==> src/rtl/flow_ctrl_pkg.sv <==
`default_nettype none
// ============================================================================
// Module      : flow_ctrl_pkg
// Description : Shared definitions for the pipeline flow-control unit.
//               - FSM state encoding (FC_IDLE / FC_MEM_WAIT)
//               - data-memory direction encodings
//               - architectural zero-register index
// Revision    : 1.0 - initial release
// ============================================================================
package flow_ctrl_pkg;

  typedef enum logic [0:0] {
    FC_IDLE     = 1'b0,
    FC_MEM_WAIT = 1'b1
  } fc_state_e;

  localparam logic       MEM_RW_LOAD  = 1'b0;
  localparam logic       MEM_RW_STORE = 1'b1;
  localparam logic [4:0] ZERO_REG_IDX = 5'd0;

endpackage : flow_ctrl_pkg
`default_nettype wire

==> src/rtl/flow_ctrl_load_use_det.sv <==
`default_nettype none
// ============================================================================
// Module      : fc_load_use_det
// Description : Combinational load-use hazard detector. Flags when the
//               instruction in ID reads a register that the load currently
//               in ID/EX will write.
// Ports       : i_rs1_addr/i_rs1_re, i_rs2_addr/i_rs2_re - ID source operands
//               i_waddr   - destination of the ID/EX instruction
//               i_mtype   - ID/EX instruction is a memory op
//               i_mem_rw  - ID/EX memory direction (load / store)
//               o_hazard  - load-use hazard present
// Revision    : 1.0 - initial release
// ============================================================================
module fc_load_use_det
  import flow_ctrl_pkg::*;
(
  input  logic [4:0] i_rs1_addr,
  input  logic       i_rs1_re,
  input  logic [4:0] i_rs2_addr,
  input  logic       i_rs2_re,
  input  logic [4:0] i_waddr,
  input  logic       i_mtype,
  input  logic       i_mem_rw,
  output logic       o_hazard
);

  logic w_is_load;
  logic w_rs1_hit;
  logic w_rs2_hit;

  // Writes to x0 are discarded, so they can never create a dependency.
  assign w_is_load = i_mtype && (i_mem_rw == MEM_RW_LOAD) && (i_waddr != ZERO_REG_IDX);
  assign w_rs1_hit = i_rs1_re && (i_rs1_addr == i_waddr);
  assign w_rs2_hit = i_rs2_re && (i_rs2_addr == i_waddr);
  assign o_hazard  = w_is_load && (w_rs1_hit || w_rs2_hit);

endmodule : fc_load_use_det
`default_nettype wire

==> src/rtl/flow_ctrl.sv <==
`default_nettype none
// ============================================================================
// Module      : flow_ctrl
// Description : Pipeline flow-control unit. Produces hold (bk) and flush
//               controls for pc_reg / if_id_reg / id_ex_reg / ex_mem_reg,
//               plus a redirect PC, from load-use hazards, EX-resolved
//               jumps and data-memory wait cycles (with timeout abort).
// Ports       : clk, rst (sync, active high)
//               id_rs*_i, idex_*_i  - hazard detection inputs
//               ex_jump_i/ex_jump_pc_i - taken branch/jump from EX
//               mem_req_i/mem_ack_i  - data-memory handshake
//               fc_bk_*_o, fc_flush_*_o, fc_jump_*_o - pipeline controls
//               fc_mem_err_o         - one-cycle memory-timeout pulse
//               fc_stall_cnt_o / fc_flush_cnt_o - performance counters
// Config      : FC_PERF_CNT_EN - when defined, enables the stall/flush
//               performance counters; otherwise both ports read 32'h0.
// Revision    : 1.0 - initial release
// ============================================================================
module flow_ctrl
  import flow_ctrl_pkg::*;
#(
  parameter int MEM_TIMEOUT = 16,
  parameter int TO_W        = 8
) (
  input  logic        clk,
  input  logic        rst,
  input  logic [4:0]  id_rs1_addr_i,
  input  logic        id_rs1_re_i,
  input  logic [4:0]  id_rs2_addr_i,
  input  logic        id_rs2_re_i,
  input  logic [4:0]  idex_reg_waddr_i,
  input  logic        idex_mtype_i,
  input  logic        idex_mem_rw_i,
  input  logic        ex_jump_i,
  input  logic [31:0] ex_jump_pc_i,
  input  logic        mem_req_i,
  input  logic        mem_ack_i,
  output logic        fc_bk_pc_o,
  output logic        fc_bk_ifid_o,
  output logic        fc_bk_idex_o,
  output logic        fc_bk_exmem_o,
  output logic        fc_flush_ifid_o,
  output logic        fc_flush_idex_o,
  output logic        fc_flush_exmem_o,
  output logic        fc_jump_flag_o,
  output logic [31:0] fc_jump_pc_o,
  output logic        fc_mem_err_o,
  output logic [31:0] fc_stall_cnt_o,
  output logic [31:0] fc_flush_cnt_o
);

  localparam logic [TO_W-1:0] C_TIMEOUT = TO_W'(MEM_TIMEOUT);

  fc_state_e       r_state;
  logic [TO_W-1:0] r_to_cnt;

  logic w_load_use;
  logic w_mem_stall;
  logic w_timeout;

  fc_load_use_det u_load_use_det (
    .i_rs1_addr (id_rs1_addr_i),
    .i_rs1_re   (id_rs1_re_i),
    .i_rs2_addr (id_rs2_addr_i),
    .i_rs2_re   (id_rs2_re_i),
    .i_waddr    (idex_reg_waddr_i),
    .i_mtype    (idex_mtype_i),
    .i_mem_rw   (idex_mem_rw_i),
    .o_hazard   (w_load_use)
  );

  assign w_timeout   = (r_state == FC_MEM_WAIT) && (r_to_cnt == C_TIMEOUT) && !mem_ack_i;
  assign w_mem_stall = ((r_state == FC_IDLE) && mem_req_i && !mem_ack_i) ||
                       ((r_state == FC_MEM_WAIT) && !mem_ack_i);

  // State and timeout counter.
  always_ff @(posedge clk) begin
    if (rst) begin
      r_state  <= FC_IDLE;
      r_to_cnt <= '0;
    end else begin
      case (r_state)
        FC_IDLE: begin
          if (mem_req_i && !mem_ack_i) begin
            r_state  <= FC_MEM_WAIT;
            r_to_cnt <= TO_W'(1);
          end
        end
        FC_MEM_WAIT: begin
          if (mem_ack_i || (r_to_cnt == C_TIMEOUT)) begin
            r_state  <= FC_IDLE;
            r_to_cnt <= '0;
          end else begin
            r_to_cnt <= r_to_cnt + TO_W'(1);
          end
        end
        default: begin
          r_state  <= FC_IDLE;
          r_to_cnt <= '0;
        end
      endcase
    end
  end

  // Prioritised control decode. Timeout preempts the stall it would
  // otherwise extend; a frozen EX stage means jumps wait for release.
  always_comb begin
    fc_bk_pc_o       = 1'b0;
    fc_bk_ifid_o     = 1'b0;
    fc_bk_idex_o     = 1'b0;
    fc_bk_exmem_o    = 1'b0;
    fc_flush_ifid_o  = 1'b0;
    fc_flush_idex_o  = 1'b0;
    fc_flush_exmem_o = 1'b0;
    fc_jump_flag_o   = 1'b0;
    fc_jump_pc_o     = 32'h0;
    fc_mem_err_o     = 1'b0;
    if (rst) begin
      // everything held at zero
    end else if (w_timeout) begin
      fc_mem_err_o     = 1'b1;
      fc_flush_exmem_o = 1'b1;
    end else if (w_mem_stall) begin
      fc_bk_pc_o    = 1'b1;
      fc_bk_ifid_o  = 1'b1;
      fc_bk_idex_o  = 1'b1;
      fc_bk_exmem_o = 1'b1;
    end else if (ex_jump_i) begin
      fc_jump_flag_o  = 1'b1;
      fc_jump_pc_o    = ex_jump_pc_i;
      fc_flush_ifid_o = 1'b1;
      fc_flush_idex_o = 1'b1;
    end else if (w_load_use) begin
      // ID/EX is flushed, not held: bk would win over flush there.
      fc_bk_pc_o      = 1'b1;
      fc_bk_ifid_o    = 1'b1;
      fc_flush_idex_o = 1'b1;
    end
  end

`ifdef FC_PERF_CNT_EN
  logic [31:0] r_stall_cnt;
  logic [31:0] r_flush_cnt;
  logic        w_any_bk;
  logic        w_any_flush;

  assign w_any_bk    = fc_bk_pc_o | fc_bk_ifid_o | fc_bk_idex_o | fc_bk_exmem_o;
  assign w_any_flush = fc_flush_ifid_o | fc_flush_idex_o | fc_flush_exmem_o;

  always_ff @(posedge clk) begin
    if (rst) begin
      r_stall_cnt <= 32'h0;
      r_flush_cnt <= 32'h0;
    end else begin
      if (w_any_bk)    r_stall_cnt <= r_stall_cnt + 32'd1;
      if (w_any_flush) r_flush_cnt <= r_flush_cnt + 32'd1;
    end
  end

  assign fc_stall_cnt_o = r_stall_cnt;
  assign fc_flush_cnt_o = r_flush_cnt;
`else
  assign fc_stall_cnt_o = 32'h0;
  assign fc_flush_cnt_o = 32'h0;
`endif

endmodule : flow_ctrl
`default_nettype wire

==> config.mk <==
export PLATFORM = sky130hd
export DESIGN_NAME = flow_ctrl
export DESIGN_NICKNAME = d
export VERILOG_FILES = /design/src/rtl/flow_ctrl_pkg.sv /design/src/rtl/flow_ctrl_load_use_det.sv /design/src/rtl/flow_ctrl.sv
export SDC_FILE = /design/constraint.sdc
export NUM_CORES = 1
export LEC_CHECK = 0
export ABC_AREA = 1
export BUFFER_PORTS_ARGS = -buffer_cell sky130_fd_sc_hd__buf_4
export CAP_MARGIN = 20
export CORE_MARGIN = 4
export CORE_UTILIZATION = 33
export DETAILED_ROUTE_END_ITERATION = 8
export GPL_TIMING_DRIVEN = 0
export HOLD_SLACK_MARGIN = 0.08
export PLACE_DENSITY = 0.84
export SLEW_MARGIN = 20
export SYNTH_ARGS = -nofsm -noshare
export SYNTH_HDL_FRONTEND = slang
export SYNTH_SLANG_ARGS = --single-unit
export TNS_END_PERCENT = 50
==> constraint.sdc <==
create_clock -name clk -period 1.5 [get_ports clk]
set_clock_uncertainty 0.1 [all_clocks]
set_input_delay 0.075 -clock clk [delete_from_list [all_inputs] [get_ports clk]]
set_output_delay 0.075 -clock clk [all_outputs]
set_load 0.02 [all_outputs]
# == Word-level counts from Yosys, hierarchy flattened ==
# Index checks and enable logic that the tools add are counted.
# totals
output_inout_bits,105
in_bits,56
register_bits,9
# classes
bitwise_logic,2
n_reduce_logical,16
mux,28
eq_ne,4
addsub,1
# ops
operator,n
2-to-1 mux 32 bit,4
2-to-1 mux 1 bit,20
2-to-1 mux 8 bit,2
one-hot mux 8 bit (2 select lines),1
logical AND 1 bit,11
== test 5 bit,2
adder 8 x 1 -> 8 bit (second input constant),1
== test 8 x 5 -> 1 bit (second input constant),1
nonzero test 5 bit,1
logical OR 1 bit,3
!= test 2 x 1 -> 1 bit (second input constant),1
NOT 1 bit,2
one-hot mux 1 bit (2 select lines),1
zero test 1 bit,1

# == Longest topological paths before layout ==
# Gate-level depths: netlist (run 1).
# logic_depth
depth_word,9
mapped_depth,10
depth_no_buf,9

# == Cells and area by module ==
# Synthesis (run 1) repeated with hierarchy kept, for this count alone.
# unflattened
cells_unflattened,294
hier_area_um2,1611.5
# modules_own_cells
module,instances,cells_per_inst,seq_area_each_um2,area_per_inst_um2
flow_ctrl,1,238,180.2,1390.1
fc_load_use_det,1,56,0.0,221.5

# == Least setup slack after synthesis (run 1) ==
# Ideal clock, no wire load.
# synth_timing
path_type,register -> output
start,register r_to_cnt[0]
end,output port fc_mem_err_o
t_arrival_ps,1446
slack_ps,-121
t_required_ps,1325
path_stages_with_launch,8
cell_sequence,dfxtp_1 > inv_1 > ha_1 > nand2_2 > nor2_2 > nand3_1 > nor2_1 > buf_4
# synth_between
elab_chain_cells,5
# synth_rtl
item,line,rtl
from (decl),flow_ctrl.sv:55,logic [TO_W-1:0] r_to_cnt;
from (signal assigned),flow_ctrl.sv:94,r_to_cnt <= r_to_cnt + TO_W'(1);
== test 8 x 5 -> 1 bit,flow_ctrl.sv:72,assign w_timeout = (r_state == FC_MEM_WAIT) && (r_to_cnt == C_TIMEOUT) && !mem_ack_i;
logical AND 1 bit (2 in series),flow_ctrl.sv:72,
2-to-1 mux 1 bit (2 in series),--,
to (decl),flow_ctrl.sv:47,"output logic fc_mem_err_o,"
# Every way passes these cells.

# == Final worst setup path (run 1) ==
# layout_timing
start,register r_to_cnt[0]
end,output port fc_bk_pc_o
# layout_between
elab_chain_cells,5
# layout_rtl
item,line,rtl
== test 8 x 5 -> 1 bit,flow_ctrl.sv:72,
logical AND 1 bit (2 in series),flow_ctrl.sv:72,
2-to-1 mux 1 bit,flow_ctrl.sv:120,end else if (w_timeout) begin
2-to-1 mux 1 bit,flow_ctrl.sv:118,if (rst) begin
to (decl),flow_ctrl.sv:38,"output logic fc_bk_pc_o,"
# Every way passes these cells.

==> reports/metrics.cfg, run 1 <==
[placement]
dp_cells = 503
globalplace.congestion = 0.868
portBuffers = 95
hpwl_mm = 4.24

[global_routing]
grt_max_degree = 11
grt_pass1_wl_mm = 8.34
grt_util_met1_pct = 16.9
grt_antenna_before_repair = 0
grt_overflow = 0
grt_pass1_vias = 1791
busiest_layer = met2
use_met3_pct = 3.25
grt.total_usage_pct = 16.6
met2_usage_pct = 34.5

[logic_synthesis]
async_reset_ff_share_pct = 0
synth_edf_count = 0
netlist.area_leader.share_pct = 31.6
synthTopCellsByArea = buf_4, inv_1, nand2_1, dfxtp_1, nor2_1
synth_top_flop_cell = dfxtp_1
yosysSeqAreaShare_pct = 11.1
yosys.cell_count.top_type = buf_4
yosysWarnings = 0
synth.distinct_cells = 24
synth_area_per_cell_um2 = 5.81
ys_top_cells_by_count = buf_4, inv_1, nand2_1
synth_area_um2 = 1620
synth_seq_cells = 9
synth_area_leader_cell = buf_4
synthCells = 278

[clock_network]
cts_inserted_buffers = 3
cts_tree = yes
insertion_delay_ns = 0.23
htreeDepth = 1
clkTransAtPathRegs_ns = 0.04
cts_root_buf = clkbuf_8
clock-sinks = 9
cts_buffer_depth = 2

[timing]
rsz0062_at_grt = yes
hold_ws_ns = 0.178
finalWorstSetupSlack_ns = -0.195
tns_ns = -4.11
hold_violations = 0
final.period_utilization_pct = 113
final-setup-viol-count = 42
finalCriticalPeriod_ns = 1.69
fmax_mhz = 590
final-max-slew-violation-count = 0

[finish]
fin_nets = 515
drive_above_1_share_pct = 50.4
antennaDiodeCount = 0
post-route-util_pct = 65.8
fill_cells = 388
syn2layout_area_growth_pct = 92.2
final-instance-count-excl-fill = 523

[drt]
viasPerCell = 3.77
num_vias = 1970
firstDrtPassIters = 4
drcViolationCount = 0
totalWireLength_mm = 5.50
wire_per_inst_um = 10.5
ant_nets = 0
drt_iter0_drc = 44

[worst_setup_path]
end_kind = primary output
startpoint = r_to_cnt[0]
critPathArrivalTime_ns = 1.52
cp-start-kind = flip-flop
reg2reg_from = r_state
cp_max_fo = 3
path_class = reg2out
r2r_cells = 9
cp.required_ns = 1.32

[hold_path]
whs_path_depth = 5
hold_path.class = in2reg
min_from = mem_req_i

[job]
drv_cap = 0

[power]
p_per_area_nw_per_um2 = 423
power_leakage_nw = 1.91
peakVddDrop_mv = 0.361
switchingPower_mw = 0.510
p_comb_share_pct = 59.8
switching_share_pct = 38.8
power.share.clock_pct = 21.3
totalPowerFinal_mw = 1.31
seqPwrFrac_pct = 18.8
p_int_mw = 0.804

[floorplan]
die_x_um = 78.0
floorplan.initialDensity_pct = 34.2
dieArea_um2 = 6080
die_height_um = 78.0
rows = 25
io_pins = 161
coreArea_um2 = 4720

[run_status]
violations = negative setup slack
outcome = finished, violations left

-- final timing paths --
| path | endpoint | slack (ns) |
|---|---|---|
| setup / recovery | fc_bk_pc_o | -0.19 |
| setup reg to reg | r_to_cnt[6] | -0.02 |
| hold reg to reg | r_to_cnt[7] | 0.39 |
| hold / removal | r_to_cnt[0] | 0.18 |
-- routing by layer --
layer / up-vias / wire [um] / share of wire, %
li1: 1027 / - / -
met1: 841 / 1840 / 33
met2: 98 / 3150 / 57
met3: 4 / 492 / 8.9
met5: - / 0 / 0
met4: 0 / 17 / 0.31
-- cell families after synthesis --
logic type	count (synthesis)	share of synthesized area (%)
buffers and inverters	134	48.4
and+or+nand+nor	119	33.3
AOI/OAI and AO/OA	10	3.79
DFF	9	11.1
xor gates and xnor gates	3	1.63
adders and majority gates	2	1.55
other	1	0.232
-- cells in the final DEF (no fill, tap or decap), drive strengths merged --
| cell | instances |
|---|---|
| nand3b | 1 |
| nand4 | 4 |
| ha | 2 |
| conb | 64 |
| clkbuf | 5 |
| buf | 181 |
| nand2 | 52 |
| xor2 | 3 |
| dlygate4sd3 | 1 |
| nand3 | 11 |
| dfxtp | 9 |
| nor2 | 50 |
| a21oi | 8 |
| o21ai | 2 |
| nor3 | 1 |
| inv | 62 |
-- stage by stage --
step	worst slack, ns	instance area [um2]
6_report	-0.195	3110
3_3_place_gp	-0.132	2670
4_1_cts	-0.214	3000
5_1_grt	-0.288	3110
2_1_floorplan	0.0233	1870
3_5_place_dp	-0.138	2670
-- sequential cells by signal, indices dropped and copies added (netlist names) --
register and cells:
r_state 1, r_to_cnt 8
-- area by class of cell --
class	instances	area, um2	share of cell area, %
Tap cell	67	83.8	2.70
Multi-Input combinational cell	198	1030	33.3
Clock buffer	4	45.0	1.45
Timing Repair Buffer	111	960	30.9
Inverter	62	235	7.57
Sequential cell	9	185	5.96
Buffer	72	564	18.2
-- worst max-delay path: stages, from the launching register on --
cell and delay (ns):
dfxtp_2 0.32, inv_2 0.07, ha_4 0.13, nand2_4 0.04, nor2_4 0.12, nand3_2 0.10, nand2_1 0.08, nor2_1 0.04
nand3_1 0.08, nand2_2 0.07, buf_6 0.11, buf_6 0.12
-- timing repair --
item / 4_1_cts / 5_1_grt
resized for setup: 49 / 18
setup buffers: 10 / 2
pin swaps: 10 / 5
hold buffers: 1 / 0
cloned: 2 / 1
endpoints found under the hold margin: 5 / 0
endpoints found under the setup margin: 37 / 49
-- power by group through the flow --
stage                     Sequential (mW)  Combinational (mW)  Clock [mW]
after floorplan                     0.251               0.466           0
final                               0.248               0.786       0.280
after detailed placement            0.252               0.669           0
after global placement              0.252               0.662           0
after global routing                0.247               0.846       0.308
after CTS                           0.247               0.745       0.289
Note: power is estimated with default switching activity, not from simulation.
==> inputs of run 2 (changes only) <==
CORE_MARGIN = 2   (was 4)
==> run 2 against run 1 <==
  * Largest cell class unchanged
  * Utilization grew 2.4 points
  * The run still ends with negative setup slack left
  * Worst setup slack lost 0.0019 ns
  * Critical endpoint unchanged
  * Combinational power grew 3.9%
==> reports/metrics.cfg, run 2 (synthesis results as in run 1) <==
[hold_path]
min_from = rst
holdPathEnd = r_to_cnt[2]
whs_path_depth = 4  ; -1
hold_path.class = in2reg

[placement]
portBuffers = 95  ; unchanged
placed_area_um2 = 2670  ; unchanged
hpwl_mm = 3.91  ; -7.7%
globalplace.congestion = 0.801  ; -7.8%
dp_cells = 503  ; unchanged

[power]
totalPowerFinal_mw = 1.34  ; +2.2%
p_per_area_nw_per_um2 = 417  ; -1.4%
peakVddDrop_mv = 0.357  ; -0.95%
power_leakage_nw = 1.92  ; +0.57%

[worst_setup_path]
path_class = reg2out
cp.required_ns = 1.32  ; about the same
rrSetupSlack_ns = -0.03  ; about the same
cp_max_fo = 3  ; unchanged
r2r_cells = 9  ; unchanged
end_kind = primary output
critPathArrivalTime_ns = 1.52  ; about the same
reg2reg_from = r_to_cnt[0]
rr_endpoint = r_to_cnt[6]
cp-start-kind = flip-flop

[clock_network]
insertion_delay_ns = 0.23  ; about the same
cts_buffer_depth = 2  ; unchanged
htreeDepth = 1  ; unchanged
clkTransAtPathRegs_ns = 0.04  ; about the same
cts_inserted_buffers = 3  ; unchanged
cts_tree = yes
clock-sinks = 9  ; unchanged
cts_root_buf = clkbuf_8

[floorplan]
die_height_um = 74.0  ; -5.1%
coreArea_um2 = 4720  ; unchanged
floorplan.initialDensity_pct = 34.2  ; unchanged
io_pins = 161  ; unchanged
die_x_um = 74.0  ; -5.1%
rows = 25  ; unchanged
dieArea_um2 = 5470  ; -10%

[drt]
totalWireLength_mm = 5.48  ; -0.42%
ant_nets = 0  ; unchanged
firstDrtPassIters = 4  ; unchanged
viasPerCell = 3.83  ; +1.8%
num_vias = 2005  ; +1.8%
drcViolationCount = 0  ; unchanged
drt_iter0_drc = 51  ; +16%
wire_per_inst_um = 10.5  ; -0.42%

[finish]
final_cell_mix = buf_4, conb_1, inv_1
largestRegisters = r_to_cnt x8, r_state x1
antennaDiodeCount = 0  ; unchanged
fin_nets = 515  ; unchanged
syn2layout_area_growth_pct = 99.1
largest_reg_flops = 8  ; unchanged
final-instance-count-excl-fill = 523  ; unchanged
fin_area_um2 = 3220  ; +3.6%
drive_above_1_share_pct = 53.7  ; +3.3 points
regMostFlops = r_to_cnt
final_common_cell = buf_4

[global_routing]
grt_overflow = 0  ; unchanged
grt_pass1_wl_mm = 6.78  ; -19%
grt_antenna_before_repair = 0  ; unchanged
grt_max_degree = 11  ; unchanged
grt_pass1_vias = 1615  ; -9.8%
grt.total_usage_pct = 15.5  ; -1.1 points

[timing]
hold_violations = 0  ; unchanged
finalCriticalPeriod_ns = 1.70  ; +0.00186 ns
final-max-slew-violation-count = 0  ; unchanged
fmax_mhz = 589  ; -0.11%
final.period_utilization_pct = 113  ; +0.12 points
final-setup-viol-count = 40  ; -4.8%
rsz0062_at_grt = yes
finalWorstSetupSlack_ns = -0.197  ; -0.00186 ns

[run_status]
outcome = finished, violations left
violations = negative setup slack

[job]
drv_cap = 0  ; unchanged

[run 2: area by class of cell]
type / instances / area [um2]
plain buffers: 72 / 574
well taps: 67 / 83.8
clock buffers: 4 / 45.0
multi-input cells: 198 / 1110
flip-flops and latches: 9 / 185
inverters: 62 / 235
fillers: 371 / 1500
repair buffers: 111 / 982
[run 2: where the power goes]
| part | leakage [nW] | total [mW] | internal [mW] | switching [mW] |
|---|---|---|---|---|
| sequential | 0.0746 | 0.248 | 0.245 | 0.00324 |
| clock | 0.0228 | 0.278 | 0.185 | 0.0930 |
| combinational | 1.83 | 0.817 | 0.385 | 0.432 |
| total | 1.92 | 1.34 | 0.815 | 0.528 |
[run 2: routing by layer]
layer	track usage, %	share of wire, %
met2	32.7	57
met1	14.7	32
met4	2.83	0.86
met5	0	0
met3	3.93	9.8
[run 2: how the worst max path moves through the flow]
stage | start | to | slack, ns | depth (start not counted)
final | r_to_cnt[0] | fc_bk_pc_o | -0.20 | 11
after CTS | r_to_cnt[0] | fc_bk_pc_o | -0.18 | 11
after global routing | r_to_cnt[0] | fc_bk_pc_o | -0.29 | 11
after global placement | r_to_cnt[0] | fc_bk_pc_o | -0.13 | 11
after floorplan | r_to_cnt[0] | fc_bk_pc_o | 0.02 | 10
after detailed placement | r_to_cnt[0] | fc_bk_pc_o | -0.17 | 11
[run 2: stage by stage]
stage / worst slack [ns] / hold WS [ns] / utilization, % / TNS [ns]
floorplan: 0.0233 / 0.156 / - / 0
global placement: -0.126 / 0.288 / 56.4 / -0.234
detailed placement: -0.167 / 0.293 / 56.4 / -0.433
CTS: -0.184 / 0.171 / 61.9 / -4.08
global route: -0.287 / 0.255 / 68.2 / -7.50
finish: -0.197 / 0.222 / 68.2 / -3.48
[run 2: worst max-delay path, stage by stage, from the launching register on]
cell and delay (ns):
dfxtp_2 0.32, inv_2 0.07, ha_4 0.13, nand2_4 0.04
nor2_4 0.12, nand3_2 0.11, nand2_1 0.08, nor2_1 0.04
nand3_1 0.08, nand2_2 0.07, buf_6 0.11, buf_6 0.12
[run 2: timing repair]
item	4_1_cts	5_1_grt
pin swaps	11	8
endpoints found under the setup margin	37	42
hold buffers	1	0
resized for setup	32	68
cloned	1	1
setup buffers	11	2
hold endpoints to repair	5	0
==> inputs of run 3 (changes only) <==
SYNTH_HIERARCHICAL = 1   (was unset)
==> run 3 against run 2 <==
  * The run still ends with negative setup slack left
  * Hold slack got worse by 0.058 ns
  * Area after synthesis fell by 0.31%
  * Fmax rose by 7.1%
  * Sequential share of layout area rose by 0.56 points
  * Register-to-register slack improved by 0.11 ns
  * Non-clock buffer count fell by 2
  * Worst setup slack improved by 0.11 ns
  * Cell count rose by 2.7%
  * First-iteration DRC count rose by 2.0%
  * Sequential power barely moved
  * Power fell by 3.2%
  * Critical path type unchanged
  * Critical endpoint is now fc_bk_idex_o
==> reports/metrics.cfg, run 3 <==
[logic_synthesis]
yosys-mux-area-fraction_pct = 0  ; unchanged
synth_seq_cells = 9  ; unchanged
synthAdderAreaFrac_pct = 1.55  ; +0.0048 points
yosys.cell_count.top_type = buf_4
yosys.area_share.simple_pct = 34.1  ; +0.80 points
synth_area_leader_cell = buf_4
synth_edf_count = 0  ; unchanged
synth_top_family_by_area = buffers and inverters
synth_area_per_cell_um2 = 5.48  ; -5.7%
synth_area_um2 = 1610  ; -0.31%
ys_top_cells_by_count = buf_4, inv_1, nand2_1
async_reset_ff_share_pct = 0  ; unchanged
netlist.area_leader.share_pct = 31.7  ; +0.098 points
yosysWarnings = 6  ; +6
synth.distinct_cells = 21  ; -13%
synth_compound_area_share_pct = 4.27  ; +0.48 points
synth_top_flop_cell = dfxtp_1
synthXorXnorAreaFrac_pct = 0  ; -1.6 points
synthCells = 294  ; +5.8%
yosysSeqAreaShare_pct = 11.2  ; +0.035 points
synthTopCellsByArea = buf_4, inv_1, nand2_1, nor2_1, dfxtp_1

[finish]
regMostFlops = r_to_cnt
drive_above_1_share_pct = 47.7  ; -6.1 points
fin_nets = 529  ; +2.7%
syn2layout_area_growth_pct = 87.0
final_cell_mix = buf_4, conb_1, inv_1
antennaDiodeCount = 0  ; unchanged
final_common_cell = buf_4
largest_reg_flops = 8  ; unchanged
largestRegisters = r_to_cnt x8, r_state x1

[drt]
totalWireLength_mm = 5.48  ; about the same
ant_nets = 0  ; unchanged
dr_wl_met2_mm = 3.07  ; -2.2%
met1_length_mm = 1.81  ; +3.2%
firstDrtPassIters = 4  ; unchanged
viasPerCell = 3.81  ; -0.57%
drt_iter0_drc = 52  ; +2.0%
wl_met3_um = 445  ; -17%
num_vias = 2047  ; +2.1%
drcViolationCount = 0  ; unchanged
wire_per_inst_um = 10.2  ; -2.7%
dr.max_layer_used = met4

[placement]
globalplace.congestion = 0.853  ; +6.5%
portBuffers = 96  ; +1.1%
hpwl_mm = 4.06  ; +3.7%
place_ws_ns = -0.139  ; +0.0277 ns

[floorplan]
io_pins = 161  ; unchanged
dieArea_um2 = 5460  ; -0.30%
die_x_um = 73.9  ; -0.15%
coreArea_um2 = 4720  ; unchanged
die_height_um = 73.9  ; -0.15%
floorplan.initialDensity_pct = 34.1  ; -0.11 points
rows = 25  ; unchanged

[worst_setup_path]
path_class = reg2out
cp.required_ns = 1.32  ; about the same
cp_max_fo = 3  ; unchanged
cp-start-kind = flip-flop
critPathArrivalTime_ns = 1.41  ; -0.11 ns
r2r_cells = 11  ; +2
end_kind = primary output

[job]
drv_cap = 0  ; unchanged

[timing]
final.period_utilization_pct = 106  ; -7.5 points
final-max-slew-violation-count = 0  ; unchanged
final-setup-viol-count = 28  ; -30%
finalCriticalPeriod_ns = 1.58  ; -0.112 ns
hold_violations = 0  ; unchanged
finalWorstSetupSlack_ns = -0.0846  ; +0.112 ns
rsz0062_at_grt = yes
fmax_mhz = 631  ; +7.1%

[power]
power_leakage_nw = 1.88  ; -2.5%
totalPowerFinal_mw = 1.30  ; -3.2%
p_per_area_nw_per_um2 = 431  ; +3.4%
peakVddDrop_mv = 0.376  ; +5.3%

[global_routing]
grt_pass1_wl_mm = 7.33  ; +8.0%
grt_max_degree = 11  ; unchanged
grt.total_usage_pct = 17.2  ; +1.7 points
grt_overflow = 0  ; unchanged
grt_pass1_vias = 1675  ; +3.7%
grt_antenna_before_repair = 0  ; unchanged

[hold_path]
whs_path_depth = 5  ; +1
hold_path.class = in2reg

[clock_network]
clkTransAtPathRegs_ns = 0.05  ; about the same
cts_inserted_buffers = 3  ; unchanged
clock-sinks = 9  ; unchanged
cts_buffer_depth = 2  ; unchanged
insertion_delay_ns = 0.25  ; +0.02 ns
cts_tree = yes
cts_root_buf = clkbuf_8
htreeDepth = 1  ; unchanged

[run_status]
violations = negative setup slack
outcome = finished, violations left

run 3: area by class of cell:
type	instances	area (um2)
Clock buffer	4	45.0
Tap cell	67	83.8
Buffer	70	541
Multi-Input combinational cell	210	1030
Timing Repair Buffer	111	881
Inverter	66	248
Sequential cell	9	190
Fill cell	416	1710
run 3: metrics by stage:
step / setup TNS [ns] / instances / instance area, um2 / hold slack (ns) / util (%)
2_1_floorplan: -0.225 / 357 / 1850 / 0.0441 / -
3_3_place_gp: -0.299 / 520 / 2650 / 0.195 / 56.2
3_5_place_dp: -0.360 / 520 / 2650 / 0.194 / 56.2
4_1_cts: -0.0961 / 534 / 2880 / 0.162 / 61.1
5_1_grt: -3.97 / 537 / 3010 / 0.179 / 63.8
6_report: -0.551 / 537 / 3010 / 0.165 / 63.8
run 3: critical path, stage by stage, from the launching register on:
cell,delay [ns]
dfxtp_2,0.32
inv_2,0.06
ha_4,0.13
inv_2,0.04
nor2_4,0.12
nand3_4,0.11
nand2_4,0.12
nor2_4,0.05
buf_6,0.10
buf_6,0.12
run 3: worst paths after layout:
kind | slack (ns) | to | start
min | 0.16 | r_state | mem_ack_i
min reg2reg | 0.38 | r_to_cnt[7] | r_to_cnt[7]
max reg2reg | 0.08 | r_to_cnt[5] | r_to_cnt[1]
max | -0.08 | fc_bk_idex_o | r_to_cnt[1]
run 3: report_power, final:
part / internal [mW] / total, mW / switching [mW]
clock network: 0.187 / 0.303 / 0.116
logic: 0.351 / 0.752 / 0.401
registers: 0.243 / 0.246 / 0.00348
total: 0.780 / 1.30 / 0.520
run 3: logic make-up (layout without fill, tap and decap cells):
family | count (synthesis) | after routing
AO/OA/AOI/OAI | 13 | 13
buffers and inverters | 138 | 251
other | 1 | 64
AND/OR/NAND/NOR | 131 | 131
adder cells (fa/ha/maj) | 2 | 2
flip-flops | 9 | 9
run 3: routing by layer:
| metal | global-route usage, % | vias up |
|---|---|---|
| met5 | 0 | - |
| met2 | 33.8 | 99 |
| met4 | 8.89 | 0 |
| met3 | 2.61 | 17 |
| met1 | 16.8 | 856 |
| li1 | - | 1075 |
run 3: repair_timing:
action                                  4_1_cts  5_1_grt
endpoints found under the setup margin       37       39
buffers inserted                              9        2
pin swaps                                     8        5
endpoints found under the hold margin         5        0
resized for setup                            35       29
cloned                                        1        1
hold buffers                                  2        0
